--- config.mk ---
export PLATFORM = sky130hd
export DESIGN_NAME = lcd_ctrl_flat
export DESIGN_NICKNAME = d
export VERILOG_FILES = /design/src/rtl/lcd_ctrl_if.sv /design/src/rtl/lcd_ctrl.sv /design/src/flat_wrapper.sv
export SDC_FILE = /design/constraint.sdc
export NUM_CORES = 1
export LEC_CHECK = 0
export ABC_AREA = 1
export BUFFER_PORTS_ARGS = -buffer_cell sky130_fd_sc_hd__buf_2
export CORE_ASPECT_RATIO = 2
export CORE_MARGIN = 4
export CORE_UTILIZATION = 55
export DETAILED_ROUTE_END_ITERATION = 16
export PLACE_DENSITY = 0.8
export SLEW_MARGIN = 5
export SYNTH_ARGS = -nofsm -noshare
export SYNTH_HDL_FRONTEND = slang
export SYNTH_SLANG_ARGS = --single-unit
--- constraint.sdc ---
create_clock -name i_clk -period 2.4 [get_ports i_clk]
set_clock_uncertainty 0.05 [all_clocks]
set_input_delay 0 -clock i_clk [delete_from_list [all_inputs] [get_ports i_clk]]
set_output_delay 0 -clock i_clk [all_outputs]
set_load 0.01 [all_outputs]
--- src/rtl/lcd_ctrl_if.sv ---
// LSU-to-LCD-controller bus: the LCD control word in, pad drive and status out.
`timescale 1ns/1ps
interface lcd_ctrl_if;
  logic [31:0] i_lcd_reg;
  logic [7:0]  o_lcd_data;
  logic        o_lcd_rs;
  logic        o_lcd_rw;
  logic        o_lcd_en;
  logic        o_lcd_on;
  logic        o_busy;
  logic        o_done;

  modport master (
    output i_lcd_reg,
    input  o_lcd_data, o_lcd_rs, o_lcd_rw, o_lcd_en, o_lcd_on, o_busy, o_done
  );

  modport slave (
    input  i_lcd_reg,
    output o_lcd_data, o_lcd_rs, o_lcd_rw, o_lcd_en, o_lcd_on, o_busy, o_done
  );
endinterface

--- src/rtl/lcd_ctrl.sv ---
// HD44780-style write sequencer: turns each LSU request toggle into a timed
// setup / enable / hold / execute cycle. Define LCD_INIT_SEQ_EN for power-on init writes.
`timescale 1ns/1ps
module lcd_ctrl #(
  parameter int unsigned SETUP_CYC     = 4,
  parameter int unsigned EN_CYC        = 25,
  parameter int unsigned HOLD_CYC      = 2,
  parameter int unsigned EXEC_CYC      = 2000,
  parameter int unsigned LONG_EXEC_CYC = 82000,
  parameter int unsigned PWRUP_CYC     = 750000
) (
  input  logic        i_clk,
  input  logic        i_reset,
  lcd_ctrl_if.slave   bus
);

  localparam int unsigned MAX_CYC = (LONG_EXEC_CYC > PWRUP_CYC) ? LONG_EXEC_CYC : PWRUP_CYC;
  localparam int unsigned CNT_W   = $clog2(MAX_CYC + 1);

  typedef enum logic [2:0] {
    S_IDLE, S_PWRUP, S_SETUP, S_PULSE, S_HOLD, S_WAIT
  } state_e;

  state_e           state_q, state_d;
  logic [CNT_W-1:0] cnt_q, cnt_d;
  logic             tog_q, tog_d;
  logic [7:0]       data_q, data_d;
  logic             rs_q, rs_d;
  logic             en_q, en_d;
  logic             busy_q, busy_d;
  logic             done_q, done_d;
  logic             on_q, on_d;
  logic             long_cmd_c;

`ifdef LCD_INIT_SEQ_EN
  logic [1:0] idx_q, idx_d;
  logic       init_q, init_d;

  function automatic logic [7:0] init_cmd(input logic [1:0] idx);
    case (idx)
      2'd0:    init_cmd = 8'h38;
      2'd1:    init_cmd = 8'h0C;
      2'd2:    init_cmd = 8'h01;
      default: init_cmd = 8'h06;
    endcase
  endfunction
`endif

  // Clear display / return home need the long execution wait.
  assign long_cmd_c = !rs_q && (data_q == 8'h01 || data_q == 8'h02 || data_q == 8'h03);

  always_comb begin
    state_d = state_q;
    cnt_d   = cnt_q;
    tog_d   = tog_q;
    data_d  = data_q;
    rs_d    = rs_q;
    en_d    = en_q;
    busy_d  = busy_q;
    done_d  = 1'b0;
    on_d    = bus.i_lcd_reg[31];
`ifdef LCD_INIT_SEQ_EN
    idx_d   = idx_q;
    init_d  = init_q;
`endif
    case (state_q)
      S_IDLE: begin
        if (bus.i_lcd_reg[30] != tog_q) begin
          tog_d   = bus.i_lcd_reg[30];
          data_d  = bus.i_lcd_reg[7:0];
          rs_d    = bus.i_lcd_reg[9];
          busy_d  = 1'b1;
          cnt_d   = CNT_W'(SETUP_CYC - 1);
          state_d = S_SETUP;
        end
      end
`ifdef LCD_INIT_SEQ_EN
      S_PWRUP: begin
        if (cnt_q == '0) begin
          data_d  = init_cmd(2'd0);
          rs_d    = 1'b0;
          cnt_d   = CNT_W'(SETUP_CYC - 1);
          state_d = S_SETUP;
        end else begin
          cnt_d = cnt_q - CNT_W'(1);
        end
      end
`endif
      S_SETUP: begin
        if (cnt_q == '0) begin
          en_d    = 1'b1;
          cnt_d   = CNT_W'(EN_CYC - 1);
          state_d = S_PULSE;
        end else begin
          cnt_d = cnt_q - CNT_W'(1);
        end
      end
      S_PULSE: begin
        if (cnt_q == '0) begin
          en_d    = 1'b0;
          cnt_d   = CNT_W'(HOLD_CYC - 1);
          state_d = S_HOLD;
        end else begin
          cnt_d = cnt_q - CNT_W'(1);
        end
      end
      S_HOLD: begin
        if (cnt_q == '0) begin
          cnt_d   = long_cmd_c ? CNT_W'(LONG_EXEC_CYC - 1) : CNT_W'(EXEC_CYC - 1);
          state_d = S_WAIT;
        end else begin
          cnt_d = cnt_q - CNT_W'(1);
        end
      end
      S_WAIT: begin
        if (cnt_q == '0) begin
`ifdef LCD_INIT_SEQ_EN
          if (init_q && idx_q != 2'd3) begin
            idx_d   = idx_q + 2'd1;
            data_d  = init_cmd(idx_q + 2'd1);
            rs_d    = 1'b0;
            cnt_d   = CNT_W'(SETUP_CYC - 1);
            state_d = S_SETUP;
          end else begin
            init_d  = 1'b0;
            busy_d  = 1'b0;
            done_d  = 1'b1;
            state_d = S_IDLE;
          end
`else
          busy_d  = 1'b0;
          done_d  = 1'b1;
          state_d = S_IDLE;
`endif
        end else begin
          cnt_d = cnt_q - CNT_W'(1);
        end
      end
      default: state_d = S_IDLE;
    endcase
  end

  always_ff @(posedge i_clk or negedge i_reset) begin
    if (!i_reset) begin
`ifdef LCD_INIT_SEQ_EN
      state_q <= S_PWRUP;
      cnt_q   <= CNT_W'(PWRUP_CYC - 1);
      busy_q  <= 1'b1;
      idx_q   <= 2'd0;
      init_q  <= 1'b1;
`else
      state_q <= S_IDLE;
      cnt_q   <= '0;
      busy_q  <= 1'b0;
`endif
      tog_q   <= 1'b0;
      data_q  <= 8'h00;
      rs_q    <= 1'b0;
      en_q    <= 1'b0;
      done_q  <= 1'b0;
      on_q    <= 1'b0;
    end else begin
      state_q <= state_d;
      cnt_q   <= cnt_d;
      busy_q  <= busy_d;
`ifdef LCD_INIT_SEQ_EN
      idx_q   <= idx_d;
      init_q  <= init_d;
`endif
      tog_q   <= tog_d;
      data_q  <= data_d;
      rs_q    <= rs_d;
      en_q    <= en_d;
      done_q  <= done_d;
      on_q    <= on_d;
    end
  end

  assign bus.o_lcd_data = data_q;
  assign bus.o_lcd_rs   = rs_q;
  assign bus.o_lcd_rw   = 1'b0;
  assign bus.o_lcd_en   = en_q;
  assign bus.o_lcd_on   = on_q;
  assign bus.o_busy     = busy_q;
  assign bus.o_done     = done_q;

endmodule

--- src/flat_wrapper.sv ---
// flat-port wrapper written by rule: the top's interface ports become plain ports
module lcd_ctrl_flat 
#(
  parameter int unsigned SETUP_CYC     = 4,
  parameter int unsigned EN_CYC        = 25,
  parameter int unsigned HOLD_CYC      = 2,
  parameter int unsigned EXEC_CYC      = 2000,
  parameter int unsigned LONG_EXEC_CYC = 82000,
  parameter int unsigned PWRUP_CYC     = 750000
)
  (i_clk, i_reset, bus_i_lcd_reg, bus_o_lcd_data, bus_o_lcd_rs, bus_o_lcd_rw, bus_o_lcd_en, bus_o_lcd_on, bus_o_busy, bus_o_done);
  lcd_ctrl_if bus_i ();
  input  logic i_clk;
  input  logic i_reset;
  input wire logic [$bits(bus_i.i_lcd_reg)-1:0] bus_i_lcd_reg;
  output wire logic [$bits(bus_i.o_lcd_data)-1:0] bus_o_lcd_data;
  output wire logic [$bits(bus_i.o_lcd_rs)-1:0] bus_o_lcd_rs;
  output wire logic [$bits(bus_i.o_lcd_rw)-1:0] bus_o_lcd_rw;
  output wire logic [$bits(bus_i.o_lcd_en)-1:0] bus_o_lcd_en;
  output wire logic [$bits(bus_i.o_lcd_on)-1:0] bus_o_lcd_on;
  output wire logic [$bits(bus_i.o_busy)-1:0] bus_o_busy;
  output wire logic [$bits(bus_i.o_done)-1:0] bus_o_done;
  assign bus_i.i_lcd_reg = bus_i_lcd_reg;
  assign bus_o_lcd_data = bus_i.o_lcd_data;
  assign bus_o_lcd_rs = bus_i.o_lcd_rs;
  assign bus_o_lcd_rw = bus_i.o_lcd_rw;
  assign bus_o_lcd_en = bus_i.o_lcd_en;
  assign bus_o_lcd_on = bus_i.o_lcd_on;
  assign bus_o_busy = bus_i.o_busy;
  assign bus_o_done = bus_i.o_done;
  lcd_ctrl #(.SETUP_CYC(SETUP_CYC), .EN_CYC(EN_CYC), .HOLD_CYC(HOLD_CYC), .EXEC_CYC(EXEC_CYC), .LONG_EXEC_CYC(LONG_EXEC_CYC), .PWRUP_CYC(PWRUP_CYC)) u_core (.i_clk(i_clk), .i_reset(i_reset), .bus(bus_i));
endmodule
; After elaboration in Yosys (flattened, before gate mapping)
; Index checks and enable logic that the tools add are counted.
[totals]
rom_bits = 0
wordCells = 58
memories = 0
register_bits = 37
latchBits = 0
output_inout_bits = 14
ramBits = 0
[classes]
n_eq_ne = 14
n_mux = 20
div = 0
reduce_logical = 14
n_bitwise = 0
order_cmp = 0
addsub = 1
shift = 0
multipliers = 0
[op_table]
columns = cell, n
row1 = 2-to-1 mux 20 bit, 5
row2 = one-hot mux 20 bit (5 select lines), 1
row3 = logical NOT 20 bit, 1
row4 = subtractor 20 x 1 -> 20 bit (second input constant), 1
row5 = 2-to-1 mux 17 bit, 1
row6 = == test 8 x 2 -> 1 bit (second input constant), 2
row7 = 2-to-1 mux 3 bit, 5
row8 = one-hot mux 3 bit (5 select lines), 1
row9 = inequality test 2 x 1 -> 1 bit (second input constant), 5
row10 = AND reduction 3 bit, 3
row11 = == test 8 x 1 -> 1 bit (second input constant), 1
row12 = == test 3 x 2 -> 1 bit (second input constant), 2
row13 = == test 3 bit (second input constant), 2
row14 = 2-to-1 mux 1 bit, 5
row15 = AND reduction 5 bit, 1
row16 = nonzero test 5 bit, 1
row17 = one-hot mux 1 bit (2 select lines), 2
row18 = nonzero test 2 bit, 2
row19 = logical NOT 3 bit, 1
row20 = logical OR 1 bit, 2
row21 = inequality test 2 bit (second input constant), 1
row22 = AND reduction 2 bit, 1
row23 = logical AND 1 bit, 1
row24 = logical NOT 1 bit, 1
row25 = inequality test 1 bit, 1

; Depth between registers and ports, before layout
[logic_depth]
depth_word = 7
depth_mapped = 11
mapped_depth_nobuf = 11

; Least setup slack after synthesis
; OpenSTA, ideal clock, no wires.
[synth_path]
path_kind = reg-to-reg
start = reg u_core.cnt_q[0]
end = reg u_core.cnt_q[11]
path_buffers = 0
arrival_ns = 1.519
t_required_ns = 2.230
slack_ns = 0.710
period_less_slack_ns = 1.690
path_stages_with_launch = 10
setup_time_ns = 0.120
path_cell_list = dfrtp_1 inv_1 ha_1 nand3_1 nor2_2 nand3_2 nand2_2 nand3_1 nor2_1 nor2_1
[synth_between]
elab_chain_cells = 3
[synth_rtl]
columns = item, line
row1 = from (decl), lcd_ctrl.sv:25  ; logic [CNT_W-1:0] cnt_q, cnt_d;
row2 = from (signal assigned), lcd_ctrl.sv:164  ; cnt_q <= cnt_d;
row3 = subtractor 20 x 1 -> 20 bit or logical NOT 20 bit (tied branches), -
row4 = 2-to-1 mux 20 bit (tied with other cells), lcd_ctrl.sv:116  ; if (cnt_q == '0) begin
row5 = one-hot mux 20 bit (5 select lines) or AND reduction 3 bit (tied branches), -
; Parallel ways exist; a longest one is shown, timed or not. The select of a mux whose other input is x is not followed.
; A chain may end at the register's enable or synchronous reset.

; Worst setup path after layout
[layout_path]
start = reg u_core.cnt_q[0]
end = reg u_core.cnt_q[5]
; Same word-level chain as after synthesis.

==> impl_metrics.toml <==
[status]
status = "complete, no violations"

[routing]
top_layer = "met4"
avgViaCountPerCell = 5.21
wire_per_inst_um = 13.8
wl_met2_mm = 3.39
wl_met3_um = 219
ant_nets = 0
vias = 2208
met1_length_mm = 1.98
drtPass1Iterations = 4
drt_iter0_drc = 39
drc_errors = 0
drt-total-wl_mm = 5.85

[synthesis]
seq_area_frac_synth_pct = 39.8
syn_area_mm2 = 0.00233
yosysWarnings = 0
mappedNetlistNets = 365
syn_area_per_cell_um2 = 7.07
yosys.area.top_type = "dfrtp_1"
ys_ff_latch = 37
synthCells = 329
yosysUniqueCellTypes = 28
netlist_top_cells_area = "dfrtp_1 (40%), nand2_1 (18%), nor2_1 (8.1%)"
yosysTopAreaCellShare_pct = 39.8

[floorplanning]
fp-row-count = 33
dieArea_mm2 = 0.00540
die_w_um = 54.0
initial_core_util_pct = 56.9
num_io_pins = 48
die_h_um = 100
core_area_mm2 = 0.00409

[layout]
fin_area_mm2 = 0.00271
n_fill_cell = 357
layout_commonest_cell = "nand2_1"
syn_to_final_growth_pct = 16.3
nets = 407
diodes = 0
layout_common_cells = "nand2_1 (112), nor2_1 (50), inv_1 (37), dfrtp_1 (37), buf_2 (25)"
drive_above_1_share_pct = 17.2

[placed_design]
place_area_mm2 = 0.00250
port_buffers = 25
globalplace.congestion = 0.902
place_ws_ns = 0.380
dp_hpwl_mm = 4.34

[worst_setup_path]
cp_slowest_cell = "dfrtp_1"
slowest_delay_ns = 0.42
crit_type = "flip-flop to flip-flop"
worst-path-buf-inv = 1
crit_chain = "inv_1 -> ha_1 -> nand3_1 -> nor2_2 -> nand3_2 -> nand2_2 -> nand3_1 -> nor2_1 -> nor2_1"
worst_setup_path_end_kind = "flip-flop"
required_ns = 2.54
cp-start-kind = "flip-flop"
cp_top_family = "simple AND/OR/NAND/NOR gates"
cp.arrival_ns = 2.20
worst-path-stages = 9
reg2reg_depth = 9
worstPathMaxFanout = 7

[power]
p_leak_nw = 1.52
powerDensity_mw_per_mm2 = 1410
peakVddDrop_mv = 0.994

[global_route]
grt_max_degree = 38
track_usage_pct = 24.5
overflow = 0
antenna_found_initial = 0
first_global_vias = 2267
grt_pass1_wl_mm = 9.74

[timing]
period_minus_slack_ns = 2.06
fin_hold_ws_ns = 0.294
worstMarginPinSlew_ns = 0.835
fin_crit_sh_pct = 85.8
rsz0062_at_grt = "false"
hold_viol = 0
setup_viol = 0
fmax_ghz = 0.486
drv_slew = 0
max-slew-margin-rel_pct = 44.3
layout_setup_ws_ns = 0.340
fin_tns_setup_ns = 0

[clock_tree]
clock_path_buffers = 2
clk_latency_ns = 0.29
postCtsResizedCells = 0
h-tree-depth = 2
numCtsBuffers = 5
cts-hold-fix-buffers = 12
root_buffer = "clkbuf_8"
cts_tree = "yes"
cts_num_sinks = 37
postCtsSetupRepairBufs = 0
cts.reportedPaths.clkPinSlew_ns = 0.08

[worst_hold_path]
hp-class = "primary input to asynchronous set/reset pin"

[run]
maxCapViolCount = 0
## state kept, by name (all words and copies together), names as in the netlist
| signal | flops |
|---|---|
| u_core.bus.o_lcd_en | 1 |
| u_core.tog_q | 1 |
| u_core.bus.o_lcd_data | 8 |
| u_core.bus.o_done | 1 |
| u_core.bus.o_busy | 1 |
| u_core.state_q | 3 |
| u_core.bus.o_lcd_rs | 1 |
| u_core.bus.o_lcd_on | 1 |
| u_core.cnt_q | 20 |
## final cells by class
type | count | area [um^2] | share of cell area [%]
repair buffers | 40 | 268 | 9.90
multi-input cells | 246 | 1210 | 44.6
clock inverters | 3 | 17.5 | 0.648
clock buffers | 5 | 68.8 | 2.54
well taps | 52 | 65.1 | 2.41
flip-flops and latches | 37 | 926 | 34.2
inverters | 41 | 154 | 5.69
## synth_stat cells, drive strengths merged
library cell and count:
nand2 115, nor2 61, inv 41, dfrtp 37, nand3 20, xor2 12, nand4 8, o21ai 8
mux2 7, buf 5, a21oi 4, ha 2, nand3b 2, o21bai 2, conb 1, nand2b 1
nor3 1, o21a 1, xnor2 1
## stage by stage
stage          instances  total power [mW]  utilization, %
2_1_floorplan        329              2.80               -
3_3_place_gp         404              3.27            61.1
3_5_place_dp         404              3.34            61.1
4_1_cts              424              3.80            66.2
5_1_grt              424              4.16            66.2
6_report             424              3.81            66.2
## logic make-up (layout without fill, tap and decap cells)
family | Yosys count | in the layout | share of synthesized area, %
compound gates | 15 | 15 | 3.55
xor+xnor | 13 | 13 | 4.90
fa+ha+maj | 2 | 2 | 1.08
buf+inv | 46 | 89 | 8.34
flops | 37 | 37 | 39.8
mux | 7 | 7 | 3.39
other cells | 1 | 1 | 0.161
simple gates | 208 | 208 | 38.8
## metal layers
metal  GRT usage [%]  up-vias
met1            22.3     1032
met2            46.4       58
li1                -     1096
met5               0        -
met4            15.2        0
met3            3.57       22
## final timing paths
kind / start / endpoint / slack [ns]
worst min-delay path: i_reset / u_core.cnt_q[14] / 0.29
min in group i_clk: bus_i_lcd_reg[31] / u_core.bus.o_lcd_on / 0.32
worst min register to register: u_core.tog_q / u_core.tog_q / 0.45
worst max-delay path: u_core.cnt_q[0] / u_core.cnt_q[5] / 0.34
max in group asynchronous: i_reset / u_core.bus.o_lcd_data[4] / 1.48
worst max register to register: u_core.cnt_q[0] / u_core.cnt_q[5] / 0.34
## where the power goes
group	leakage, nW	internal (mW)	switching, mW
clock network	0.0439	0.200	0.230
logic	1.01	0.783	1.47
registers	0.469	0.871	0.252
total	1.52	1.85	1.95
No activity file was read; power rests on OpenSTA's default activity.
